--- src/rtl/paralelo_serial_n.sv ---
// Parallel-to-serial framer: one bit per clk8f edge, fixed-length frames,
// idle/comma word whenever no data is accepted, forced idle sync after reset.
module paralelo_serial_n #(
  parameter int                DATA_W      = 8,
  parameter logic [DATA_W-1:0] IDLE_WORD   = DATA_W'(8'hBC),
  parameter int                SYNC_FRAMES = 4,
  parameter int                MSB_FIRST   = 1
) (
  input  logic              clk8f,
  input  logic              reset_L,
  input  logic [DATA_W-1:0] in_data,
  input  logic              in_valid,
  input  logic              tx_en,
  output logic              in_ready,
  output logic              serial,
  output logic              frame_start,
  output logic              sending_data
);

  localparam int            CW   = (DATA_W > 1) ? $clog2(DATA_W) : 1;
  localparam logic [CW-1:0] LAST = CW'(DATA_W - 1);

  typedef enum logic {SYNC, RUN} state_t;

  state_t            r_state, w_state_nxt;
  logic [7:0]        r_sync, w_sync_nxt;
  logic [CW-1:0]     r_cnt;
  logic [DATA_W-1:0] r_shift;
  logic              w_boundary;
  logic              w_accept;
  logic [DATA_W-1:0] w_word;
  logic [DATA_W-1:0] w_src;

  // cnt holds the position of the bit currently on the line; the last
  // position is the edge where the next frame gets loaded.
  assign w_boundary = (r_cnt == LAST);
  assign in_ready   = (r_state == RUN) && tx_en && w_boundary;
  assign w_accept   = in_valid && in_ready;
  assign w_word     = w_accept ? in_data : IDLE_WORD;
  // On a boundary the fresh word feeds the line, otherwise the remaining bits.
  assign w_src      = w_boundary ? w_word : r_shift;

  // State register for the SYNC/RUN sequencer and its idle-frame counter.
  always_ff @(posedge clk8f or negedge reset_L) begin
    if (!reset_L) begin
      r_state <= SYNC;
      r_sync  <= 8'd0;
    end else begin
      r_state <= w_state_nxt;
      r_sync  <= w_sync_nxt;
    end
  end

  // Next state: count idle frames loaded in SYNC; RUN is sticky until reset.
  always_comb begin
    w_state_nxt = r_state;
    w_sync_nxt  = r_sync;
    if (r_state == SYNC && w_boundary) begin
      w_sync_nxt = r_sync + 8'd1;
      if (r_sync == 8'(SYNC_FRAMES - 1)) w_state_nxt = RUN;
    end
  end

  // Bit position counter, wrapping at the frame boundary.
  always_ff @(posedge clk8f or negedge reset_L) begin
    if (!reset_L)        r_cnt <= LAST;
    else if (w_boundary) r_cnt <= '0;
    else                 r_cnt <= r_cnt + CW'(1);
  end

  // Serializer: drive one bit per edge and shift the rest toward the output end.
  always_ff @(posedge clk8f or negedge reset_L) begin
    if (!reset_L) begin
      serial  <= 1'b0;
      r_shift <= '0;
    end else if (MSB_FIRST != 0) begin
      serial  <= w_src[DATA_W-1];
      r_shift <= w_src << 1;
    end else begin
      serial  <= w_src[0];
      r_shift <= w_src >> 1;
    end
  end

  // Frame flags: start marks bit 0, sending_data tags the whole frame at load.
  always_ff @(posedge clk8f or negedge reset_L) begin
    if (!reset_L) begin
      frame_start  <= 1'b0;
      sending_data <= 1'b0;
    end else begin
      frame_start <= w_boundary;
      if (w_boundary) sending_data <= w_accept;
    end
  end

endmodule

--- config.mk ---
export PLATFORM = sky130hd
export DESIGN_NAME = paralelo_serial_n
export DESIGN_NICKNAME = d
export VERILOG_FILES = /design/src/rtl/paralelo_serial_n.sv
export SDC_FILE = /design/constraint.sdc
export NUM_CORES = 1
export LEC_CHECK = 0
export ABC_CLOCK_PERIOD_IN_PS = 5190
export BUFFER_PORTS_ARGS = -buffer_cell sky130_fd_sc_hd__buf_2
export CAP_MARGIN = 0
export CORE_UTILIZATION = 55
export CTS_CLUSTER_DIAMETER = 150
export DETAILED_ROUTE_END_ITERATION = 10
export GPL_ROUTABILITY_DRIVEN = 0
export HOLD_SLACK_MARGIN = 0.08
export PLACE_DENSITY_LB_ADDON = 0.2
export SYNTH_ARGS = -nofsm -noshare
export SYNTH_HDL_FRONTEND = slang
export SYNTH_SLANG_ARGS = --single-unit
--- constraint.sdc ---
create_clock -name clk8f -period 5.19 [get_ports clk8f]
set_clock_uncertainty 0.15 [all_clocks]
set_input_delay 0.7785 -clock clk8f [delete_from_list [all_inputs] [get_ports clk8f]]
set_output_delay 0.7785 -clock clk8f [all_outputs]
set_load 0.05 [all_outputs]
# Word-level counts from Yosys, hierarchy flattened
# Cells that the tools add are included.
# Widths: inputs -> output; s select.
[totals]
regBits = 22
input_bits = 12
out_inout_bits = 4
[classes]
add_sub_neg = 2
eq_ne = 2
muxes = 3
bitwise = 1
reduce_logical = 5
[ops]
columns = ["op", "count"]
rows = [
  ["$mux 8", 2],
  ["$add 8x1->8 const B", 1],
  ["$eq 8x2->1 const B", 1],
  ["$logic_and 1x1->1", 4],
  ["$add 3x1->3 const B", 1],
  ["$eq 3x3->1 const B", 1],
  ["$mux 3", 1],
  ["$reduce_and 2->1", 1],
  ["$not 1->1", 1],
]

# Depth between registers and ports, before layout
[depth]
depth_word = 5
ltp_mapped = 7

# Worst setup path before layout
# OpenSTA, ideal clock, no wires.
[synth_path]
path_kind = "reg2out"
start = "register r_cnt[0]"
end = "output in_ready"
arrival_ns = 1.172
required_time_ns = 4.262
slack_ns = 3.090
stages_incl_launch_ff = 5
n_path_buf = 1
cell_sequence = "dfstp_2 -> ha_1 -> ha_1 -> and3_2 -> buf_6"
[synth_between]
elab_chain_cells = 2
[synth_rtl]
columns = ["item", "line_no", "text"]
rows = [
  ["start, declared", "27", "logic [CW-1:0] r_cnt;"],
  ["start signal, assigned", "68", "else r_cnt <= r_cnt + CW'(1);"],
  ["$eq 3x3->1", "36", "assign w_boundary = (r_cnt == LAST);"],
  ["named net w_boundary", "29", "logic w_boundary;"],
  ["$logic_and 1x1->1", "37", "assign in_ready = (r_state == RUN) && tx_en && w_boundary;"],
  ["end, declared", "14", "output logic in_ready,"],
]
# The timed path passes the listed nets, and every way through them passes these cells.

# Worst setup path after layout
# Ends and elaborated chain as after synthesis.

==> results.py <==
metrics = {
    "outcome": {
        "status": "complete, no violations",
    },
    "timing": {
        "timing.final.ws_setup_ps": 2300,
        "fin_tns_setup_ps": 0,
        "slew_violations": 0,
        "whs_ps": 258,
        "post-route-min-period_ps": 2890,
        "period_share_pct": 55.7,
        "slew_headroom_pct": 69.4,
        "fmax_mhz": 346,
        "setup_viol": 0,
        "tightest_slew_ps": 459,
        "rsz0062_at_grt": "no",
        "hold_violations": 0,
    },
    "clock_tree": {
        "cts.htree.levels": 1,
        "cts_root_buf": "clkbuf_4",
        "clockBufferDepth": 2,
        "postCtsSetupRepairBufs": 0,
        "cts_tree": "done",
        "insertion_delay_ps": 300,
        "cts_hold_buf": 0,
        "clkTransAtPathRegs_ps": 110,
        "post_cts_resized": 0,
        "numCtsBuffers": 3,
        "clock-sinks": 22,
    },
    "floorplanning": {
        "die_y_um": 42.2,
        "start_util_pct": 59.1,
        "die_width_um": 42.2,
        "coreArea_mm2": 0.00151,
        "fp-row-count": 14,
        "dieArea_mm2": 0.00178,
        "ios": 16,
    },
    "routing": {
        "wl_per_cell_um": 15.5,
        "drt_pass1_iterations": 4,
        "detail_route.iter0.violations": 9,
        "ant_nets": 0,
        "drc": 0,
        "wl_mm": 1.46,
        "num_vias": 547,
        "via_per_inst": 5.82,
    },
    "finish": {
        "drive_gt1_share_pct": 34.6,
        "layout_commonest_cell": "dfrtp_1",
        "area_delta_synth_final_pct": 11.0,
        "layoutNonFillerInstCount": 94,
        "final_cell_mix": "19 x dfrtp_1, 15 x buf_2, 6 x xnor2_1",
        "multi_input_area_um2": 295,
        "regArea_um2": 554,
        "nNetsFinal": 94,
        "fillers": 123,
        "diodes": 0,
        "fin_area_um2": 988,
        "post-route-util_pct": 65.6,
    },
    "job": {
        "cap_violations": 0,
    },
    "power_and_ir_drop": {
        "peakVddDrop_mv": 0.216,
        "p_leak_nw": 0.477,
        "finalPower_mw": 0.279,
        "powerDensity_mw_per_mm2": 283,
    },
    "placed_design": {
        "place_ws_ps": 2650,
        "placed_area_um2": 952,
        "numPortBuffers": 15,
        "hpwlAfterDp_mm": 1.03,
        "dpl.cell_count": 90,
    },
    "global_route": {
        "grt_start_max_net_pins": 23,
        "grt_overflow": 0,
        "antenna_found_initial": 0,
        "grt_pass1_wl_mm": 2.50,
        "track_usage_pct": 19.3,
        "grt_pass1_vias": 565,
    },
    "synthesis": {
        "netlist_instances": 62,
        "synth.distinct_cells": 21,
        "synth_area_leaders": "dfrtp_1 53%, dfstp_2 8.8%, xnor2_1 5.9%, o22a_1 4.9%, ha_1 4.2%",
        "synth_area_leader_cell": "dfrtp_1",
        "netlist_area_um2": 891,
        "yosysTopAreaCellShare_pct": 53.4,
        "synth_top_flop_cell": "dfrtp_1",
        "synth.yosys.seq_area_share_pct": 62.2,
        "ys_ff_latch": 22,
        "synth_edf_count": 0,
        "yosysWarnings": 0,
        "synth_nets": 77,
        "synth-async-reset-ratio_pct": 100,
        "syn-mean-instance-area_um2": 14.4,
    },
    "setup_path": {
        "required_ps": 4260,
        "rrSetupSlack_ps": 3250,
        "worstPathArrival_ps": 1960,
        "path_max_fanout": 12,
        "start_kind": "flip-flop",
        "path_class": "reg2out",
        "end_kind": "output pin",
    },
    "worst_hold_path": {
        "hp-class": "in2async",
    },
}
[worst paths after layout]
kind | depth (start not counted) | endpoint | start
max | 4 | in_ready | r_cnt[0]$_DFF_PN1_
min | 1 | r_shift[5]$_DFF_PN0_ | reset_L
max reg2reg | 4 | r_sync[1]$_DFFE_PN0P_ | r_cnt[0]$_DFF_PN1_
max in group asynchronous | 1 | r_cnt[2]$_DFF_PN1_ | reset_L
min in group clk8f | 1 | r_shift[4]$_DFF_PN0_ | r_shift[3]$_DFF_PN0_
min reg2reg | 1 | r_shift[4]$_DFF_PN0_ | r_shift[3]$_DFF_PN0_
[sequential cells by signal (all words and copies together) (netlist names)]
| name | cells |
|---|---|
| frame_start | 1 |
| r_state | 1 |
| r_shift | 7 |
| r_cnt | 3 |
| sending_data | 1 |
| serial | 1 |
| r_sync | 8 |
[power by group]
group | total (mW) | internal [mW] | leakage, nW | switching [mW]
clock network | 0.0916 | 0.0428 | 0.0210 | 0.0488
registers | 0.175 | 0.174 | 0.267 | 0.000817
logic | 0.0130 | 0.00501 | 0.189 | 0.00798
[cell usage after synthesis, drive strengths merged (2+ instances only)]
master  count
a32o        2
and3        3
buf         3
dfrtp      19
dfstp       3
ha          3
inv         2
nand2       3
nand4       4
nor2        2
o22a        5
xnor2       6
[layer usage]
metal | global-route usage, % | share of wire [%]
met1 | 25.3 | 47
met2 | 29.5 | 47
met3 | 5.60 | 4.6
met4 | 9.38 | 1.6
met5 | 0 | 0
[critical path, stage by stage, from the launching register on]
cell and delay, ps:
dfstp_2 550, ha_1 140, ha_1 380, and3_2 320, buf_2 280
[layout make-up]
| type | count | area share [%] |
|---|---|---|
| clock buffer | 4 | 3.67 |
| tap | 16 | 2.03 |
| timing repair buffer | 15 | 7.59 |
| multi-input combinational | 35 | 29.9 |
| inverter | 2 | 0.759 |
| sequential | 22 | 56.1 |
[cells by family (layout without fill, tap and decap cells)]
family                   count (synthesis)  after routing  synth area share, %
AO/OA/AOI/OAI                            9              9                 8.99
XOR/XNOR                                 7              7                 6.88
adder cells (fa/ha/maj)                  3              3                 4.21
buffers and inverters                    5             21                 4.63
flip-flops                              22             22                 62.2
multiplexers                             1              1                 1.68
AND/OR/NAND/NOR                         15             15                 11.4
Note: power is estimated with default switching activity, not from simulation.
